### config.mk
export PLATFORM = sky130hd
export DESIGN_NAME = seq_divider
export DESIGN_NICKNAME = d
export VERILOG_FILES = /design/src/rtl/div_pkg.sv /design/src/rtl/div_step.sv /design/src/rtl/seq_divider.sv
export SDC_FILE = /design/constraint.sdc
export NUM_CORES = 1
export LEC_CHECK = 0
export ABC_AREA = 1
export CORE_ASPECT_RATIO = 0.8
export CORE_MARGIN = 2
export CORE_UTILIZATION = 25
export CTS_BUF_LIST = sky130_fd_sc_hd__clkbuf_8
export CTS_CLUSTER_DIAMETER = 30
export DETAILED_ROUTE_END_ITERATION = 12
export GPL_ROUTABILITY_DRIVEN = 1
export SYNTH_ARGS = -nofsm -noshare
export SYNTH_HDL_FRONTEND = slang
export SYNTH_SLANG_ARGS = --single-unit
### constraint.sdc
create_clock -name clk_i -period 2.8 [get_ports clk_i]
set_input_delay 0.56 -clock clk_i [delete_from_list [all_inputs] [get_ports clk_i]]
set_output_delay 0.56 -clock clk_i [all_outputs]
set_load 0.01 [all_outputs]
### src/rtl/div_pkg.sv
// Shared types and helpers for the sequential divider: FSM state encoding and
// step-counter sizing.
package div_pkg;

    typedef enum logic [1:0] {
        ST_IDLE,
        ST_BUSY,
        ST_DONE
    } div_state_e;

    function automatic int cnt_width(input int w);
        int c;
        c = $clog2(w);
        return (c < 1) ? 1 : c;
    endfunction

endpackage

### src/rtl/div_step.sv
// One restoring-division step: shift the next dividend bit into the partial
// remainder, trial-subtract the divisor, keep or restore, emit the quotient bit.
module div_step
    import div_pkg::*;
#(
    parameter int WIDTH = 8
) (
    input  logic [WIDTH-2:0] r_in,
    input  logic             q_msb,
    input  logic [WIDTH-1:0] d,
    output logic [WIDTH-1:0] r_out,
    output logic             q_bit
);

    logic signed [WIDTH:0] trial;

    // One extra bit so the sign of the trial difference shows a borrow.
    assign trial = $signed({1'b0, r_in, q_msb}) - $signed({1'b0, d});
    assign q_bit = ~trial[WIDTH];
    assign r_out = q_bit ? trial[WIDTH-1:0] : {r_in, q_msb};

endmodule

### src/rtl/seq_divider.sv
// Iterative radix-2 restoring divider, one quotient bit per clock, valid/ready
// on both sides. Define SEQ_DIV_SIGNED_EN for two's-complement operands.
module seq_divider
    import div_pkg::*;
#(
    parameter int WIDTH = 8
) (
    input  logic             clk_i,
    input  logic             rst_i,
    input  logic             valid_i,
    output logic             ready_o,
    input  logic [WIDTH-1:0] dividend_i,
    input  logic [WIDTH-1:0] divisor_i,
    output logic             valid_o,
    input  logic             ready_i,
    output logic [WIDTH-1:0] quotient_o,
    output logic [WIDTH-1:0] remainder_o,
    output logic             div_zero_o
);

    localparam int CW = cnt_width(WIDTH);

    div_state_e       state, state_nxt;
    logic [CW-1:0]    cnt;
    logic [WIDTH-2:0] rem_p0;
    logic [WIDTH-1:0] quo_p0;
    logic [WIDTH-1:0] dvs_p0;
    logic             accept;
    logic             zero_div;
    logic             step_bit;
    logic [WIDTH-1:0] step_rem;
    logic [WIDTH-1:0] quo_nxt;
    logic [WIDTH-1:0] dvd_mag;
    logic [WIDTH-1:0] dvs_mag;
    logic [WIDTH-1:0] quo_fin;
    logic [WIDTH-1:0] rem_fin;

    assign accept   = valid_i && ready_o;
    assign zero_div = (divisor_i == '0);
    assign quo_nxt  = {quo_p0[WIDTH-2:0], step_bit};

`ifdef SEQ_DIV_SIGNED_EN
    logic neg_q_p0;
    logic neg_r_p0;

    function automatic logic [WIDTH-1:0] apply_sign(input logic [WIDTH-1:0] v,
                                                    input logic neg);
        return neg ? (~v + 1'b1) : v;
    endfunction

    assign dvd_mag = apply_sign(dividend_i, dividend_i[WIDTH-1]);
    assign dvs_mag = apply_sign(divisor_i, divisor_i[WIDTH-1]);
    assign quo_fin = apply_sign(quo_nxt, neg_q_p0);
    assign rem_fin = apply_sign(step_rem, neg_r_p0);

    always_ff @(posedge clk_i) begin
        if (accept) begin
            neg_q_p0 <= dividend_i[WIDTH-1] ^ divisor_i[WIDTH-1];
            neg_r_p0 <= dividend_i[WIDTH-1];
        end
    end
`else
    assign dvd_mag = dividend_i;
    assign dvs_mag = divisor_i;
    assign quo_fin = quo_nxt;
    assign rem_fin = step_rem;
`endif

    div_step #(.WIDTH(WIDTH)) u_step (
        .r_in  (rem_p0),
        .q_msb (quo_p0[WIDTH-1]),
        .d     (dvs_p0),
        .r_out (step_rem),
        .q_bit (step_bit)
    );

    always_ff @(posedge clk_i) begin
        if (rst_i) begin
            state <= ST_IDLE;
        end else begin
            state <= state_nxt;
        end
    end

    always_comb begin
        state_nxt = state;
        case (state)
            ST_IDLE: if (valid_i) state_nxt = zero_div ? ST_DONE : ST_BUSY;
            ST_BUSY: if (cnt == '0) state_nxt = ST_DONE;
            ST_DONE: if (ready_i) state_nxt = ST_IDLE;
            default: state_nxt = ST_IDLE;
        endcase
    end

    always_comb begin
        ready_o = (state == ST_IDLE);
        valid_o = (state == ST_DONE);
    end

    // Result registers only change on accept or the final step, so they hold through DONE.
    always_ff @(posedge clk_i) begin
        if (rst_i) begin
            cnt         <= '0;
            quotient_o  <= '0;
            remainder_o <= '0;
            div_zero_o  <= 1'b0;
        end else if (accept) begin
            div_zero_o <= zero_div;
            if (zero_div) begin
                quotient_o  <= '1;
                remainder_o <= dividend_i;
            end else begin
                cnt    <= CW'(WIDTH - 1);
                rem_p0 <= '0;
                quo_p0 <= dvd_mag;
                dvs_p0 <= dvs_mag;
            end
        end else if (state == ST_BUSY) begin
            rem_p0 <= step_rem[WIDTH-2:0];
            quo_p0 <= quo_nxt;
            if (cnt == '0) begin
                quotient_o  <= quo_fin;
                remainder_o <= rem_fin;
            end else begin
                cnt <= cnt - 1'b1;
            end
        end
    end

endmodule
==> flow_metrics.py <==
metrics = {
    "status": {
        "status": "completed",
    },
    "clocking": {
        "clock-sinks": 45,
        "cts_setup_buffers": 0,
        "htree_levels": 2,
        "root_buffer": "clkbuf_8",
        "clock_latency_ps": 300,
        "path_clk_slew_ps": 80,
        "cts_buffer_depth": 2,
        "cts_tree": "built",
        "cts_hold_buf": 0,
        "cts-buffers-inserted": 5,
        "cts-resized-gates": 0,
    },
    "global_route": {
        "grt_max_degree": 22,
        "antenna_found_initial": 0,
        "grt_pass1_wl_um": 9180,
        "track_usage": 0.112,
        "overflow": 0,
        "first_global_vias": 1930,
    },
    "synthesis": {
        "seq_area_frac_synth": 0.466,
        "synth.avg_cell_area_um2": 7.67,
        "syn_nets": 347,
        "synthesis.area_um2": 2420,
        "yosys-top-cells-area": "edfxtp_1 (28%), dfxtp_1 (18%), nand2_1 (13%)",
        "ys_types": 28,
        "synth-seq-cells": 45,
        "ys.warnings.count": 0,
        "synth.top_cell.area_share": 0.285,
        "yosysTopAreaCell": "edfxtp_1",
        "netlist_instances": 316,
    },
    "setup_path": {
        "worstPathRequired_ps": 3000,
        "endpoint": "remainder_o[7]$_SDFFE_PP0P_",
        "crit_path_max_fanout": 8,
        "reg2reg_from": "quo_p0[7]$_DFFE_PP_",
        "endpoint_kind": "flip-flop",
        "reg2reg_to": "remainder_o[7]$_SDFFE_PP0P_",
        "rr_worst_depth": 13,
        "r2r_setup_slack_ps": 610,
        "path_class": "flip-flop to flip-flop",
        "worst_setup_path_start_kind": "flip-flop",
        "crit_path_start": "quo_p0[7]$_DFFE_PP_",
        "arrival_ps": 2380,
    },
    "placement": {
        "portBuffers": 38,
        "routabilityCongestion": 0.822,
        "place_hpwl_um": 4460,
        "placed_cells": 471,
        "dp_slack_ps": 460,
    },
    "timing": {
        "max_freq_ghz": 0.457,
        "setup_ws_ps": 611,
        "finalCritPeriodShare": 0.782,
        "finalMaxSlewViolations": 0,
        "hold_viol_final": 0,
        "skew_ps": 6.32,
        "slew_headroom": 0.701,
        "period_needed_ps": 2190,
        "rsz0062_at_grt": "no",
        "finalSetupTns_ps": 0,
        "setup_violations": 0,
        "whs_ps": 486,
        "tightest_slew_ps": 447,
    },
    "detailed_routing": {
        "route.detailed.drc": 0,
        "routedWlPerCell_um": 11.5,
        "totalWireLength_um": 5520,
        "final_antenna_net_count": 0,
        "viasPerCell": 4.16,
        "drt_iter0_markers": 74,
        "drt_first_pass_iters": 4,
        "routed-via-count": 1995,
    },
    "power": {
        "ir_worst_vdd_mv": 0.306,
        "seqPwrFrac": 0.446,
        "clkPwrFrac": 0.217,
        "comb_power_share": 0.338,
        "p_sw_mw": 0.645,
        "p_per_area_nw_per_um2": 629,
        "internal_power_mw": 1.27,
        "swShare": 0.337,
        "finalPower_mw": 1.91,
        "p_leak_nw": 1.42,
    },
    "die": {
        "start_util": 0.254,
        "fp-row-count": 32,
        "die_w_um": 114,
        "core_area_um2": 9530,
        "die_y_um": 92.1,
        "die_area_um2": 10500,
        "io_pins": 39,
    },
    "layout": {
        "drive_gt1_frac": 0.0750,
        "antennaDiodeCount": 0,
        "syn2layout_area_growth_pct": 25.4,
        "instances_no_fill": 479,
        "nets": 390,
        "nFillCells": 1018,
    },
    "hold_path": {
        "hp-class": "flip-flop to flip-flop",
    },
    "flow_run": {
        "cap_violations": 0,
    },
}
layout by cell type (no fill, tap or decap):
cell type         n
nand2_1          86
inv_1            57
nor2_1           47
clkdlybuf4s50_1  38
edfxtp_1         23
dfxtp_1          22
o21ai_0          19
nand3_1          12
ha_1             10
a21oi_1           7
clkbuf_8          6
buf_4             6
o21ai_1           5
nand3b_1          3
nor2_4            2
nand2_4           2
nand2_2           2
a21oi_2           2
o21ai_2           2
nand4_1           2
clkinv_4          1
inv_2             1
xnor2_1           1
a21oi_4           1
nor2_2            1
fa_1              1
clkinvlp_4        1
per-stage QoR:
step | area [µm²] | util
floorplan | 2420 | -
global placement | 2950 | 0.309
detailed placement | 2950 | 0.309
CTS | 3040 | 0.319
global route | 3040 | 0.319
finish | 3040 | 0.319
kinds of logic (layout without fill, tap and decap cells):
kind of cell             count (synthesis)  count (layout)  synth area share
AO/OA/AOI/OAI                           36              36            0.0851
XOR/XNOR                                 1               1           0.00361
AND/OR/NAND/NOR                        157             157             0.271
adder cells (fa/ha/maj)                 11              11            0.0599
flip-flops                              45              45             0.466
buffers and inverters                   66             110             0.114
layer usage:
layer  up-vias  global-route usage  part of all wire
met5         -                   0                 0
met4         0              0.0274            0.0067
met3         8              0.0311             0.055
met2        43               0.163              0.40
met1       878               0.161              0.53
li1       1066                   -                 -
how the worst min path moves through the flow:
stage,endpoint,cells past startpoint,from
after global placement,cnt[2]$_SDFFE_PP0P_,2,cnt[2]$_SDFFE_PP0P_
after floorplan,cnt[1]$_SDFFE_PP0P_,2,cnt[1]$_SDFFE_PP0P_
final,cnt[2]$_SDFFE_PP0P_,2,cnt[2]$_SDFFE_PP0P_
after CTS,quotient_o[2]$_SDFFE_PP0P_,2,quotient_o[2]$_SDFFE_PP0P_
after global routing,quotient_o[6]$_SDFFE_PP0P_,2,quotient_o[6]$_SDFFE_PP0P_
after detailed placement,quotient_o[2]$_SDFFE_PP0P_,2,quotient_o[2]$_SDFFE_PP0P_
sequential cells by signal, summed over array words and instances (netlist names):
| register | cells |
|---|---|
| dvs_p0 | 8 |
| quo_p0 | 8 |
| quotient_o | 8 |
| remainder_o | 8 |
| rem_p0 | 7 |
| cnt | 3 |
| state | 2 |
| div_zero_o | 1 |
synthesized netlist by cell type:
| cell type | n |
|---|---|
| buf_1 | 1 |
| inv_1 | 56 |
| buf_2 | 3 |
| a21oi_1 | 7 |
| o21ai_1 | 5 |
| nor2_1 | 47 |
| inv_2 | 1 |
| fa_1 | 1 |
| nand3b_1 | 3 |
| nand4_1 | 2 |
| dfxtp_1 | 22 |
| o21ai_0 | 19 |
| edfxtp_1 | 23 |
| nand3_1 | 12 |
| ha_1 | 10 |
| buf_4 | 1 |
| buf_6 | 2 |
| nand2_1 | 86 |
| o21ai_2 | 2 |
| nand2_4 | 2 |
| nor2_4 | 2 |
| clkinv_4 | 1 |
| a21oi_2 | 2 |
| clkbuf_1 | 1 |
| xnor2_1 | 1 |
| nand2_2 | 2 |
| a21oi_4 | 1 |
| nor2_2 | 1 |
power groups by stage:
| stage | sequential (mW) | combinational [mW] | clock (mW) |
|---|---|---|---|
| CTS | 0.854 | 0.651 | 0.429 |
| floorplan | 0.872 | 0.417 | 0 |
| detailed placement | 0.868 | 0.649 | 0 |
| global placement | 0.865 | 0.636 | 0 |
| finish | 0.852 | 0.646 | 0.414 |
| global route | 0.862 | 0.738 | 0.448 |
layout make-up:
class	instances	area, µm²	share of cell area
Clock buffer	6	82.6	0.0272
Clock inverter	2	11.3	0.00370
Inverter	58	223	0.0733
Multi-Input combinational cell	205	1020	0.335
Sequential cell	45	1130	0.372
Tap cell	119	149	0.0490
Timing Repair Buffer	44	425	0.140
worst max-delay path, cell delays in order, from the launching register on:
cell	delay, ps
edfxtp_1	380
inv_1	60
ha_1	200
fa_1	420
inv_1	120
nand2_1	80
nand2_1	90
nand2_2	70
nand2_2	170
nand2_1	140
nand2_1	80
nand2_1	40
nor2_1	190
nor2_1	60
No activity file was read; power rests on OpenSTA's default activity.
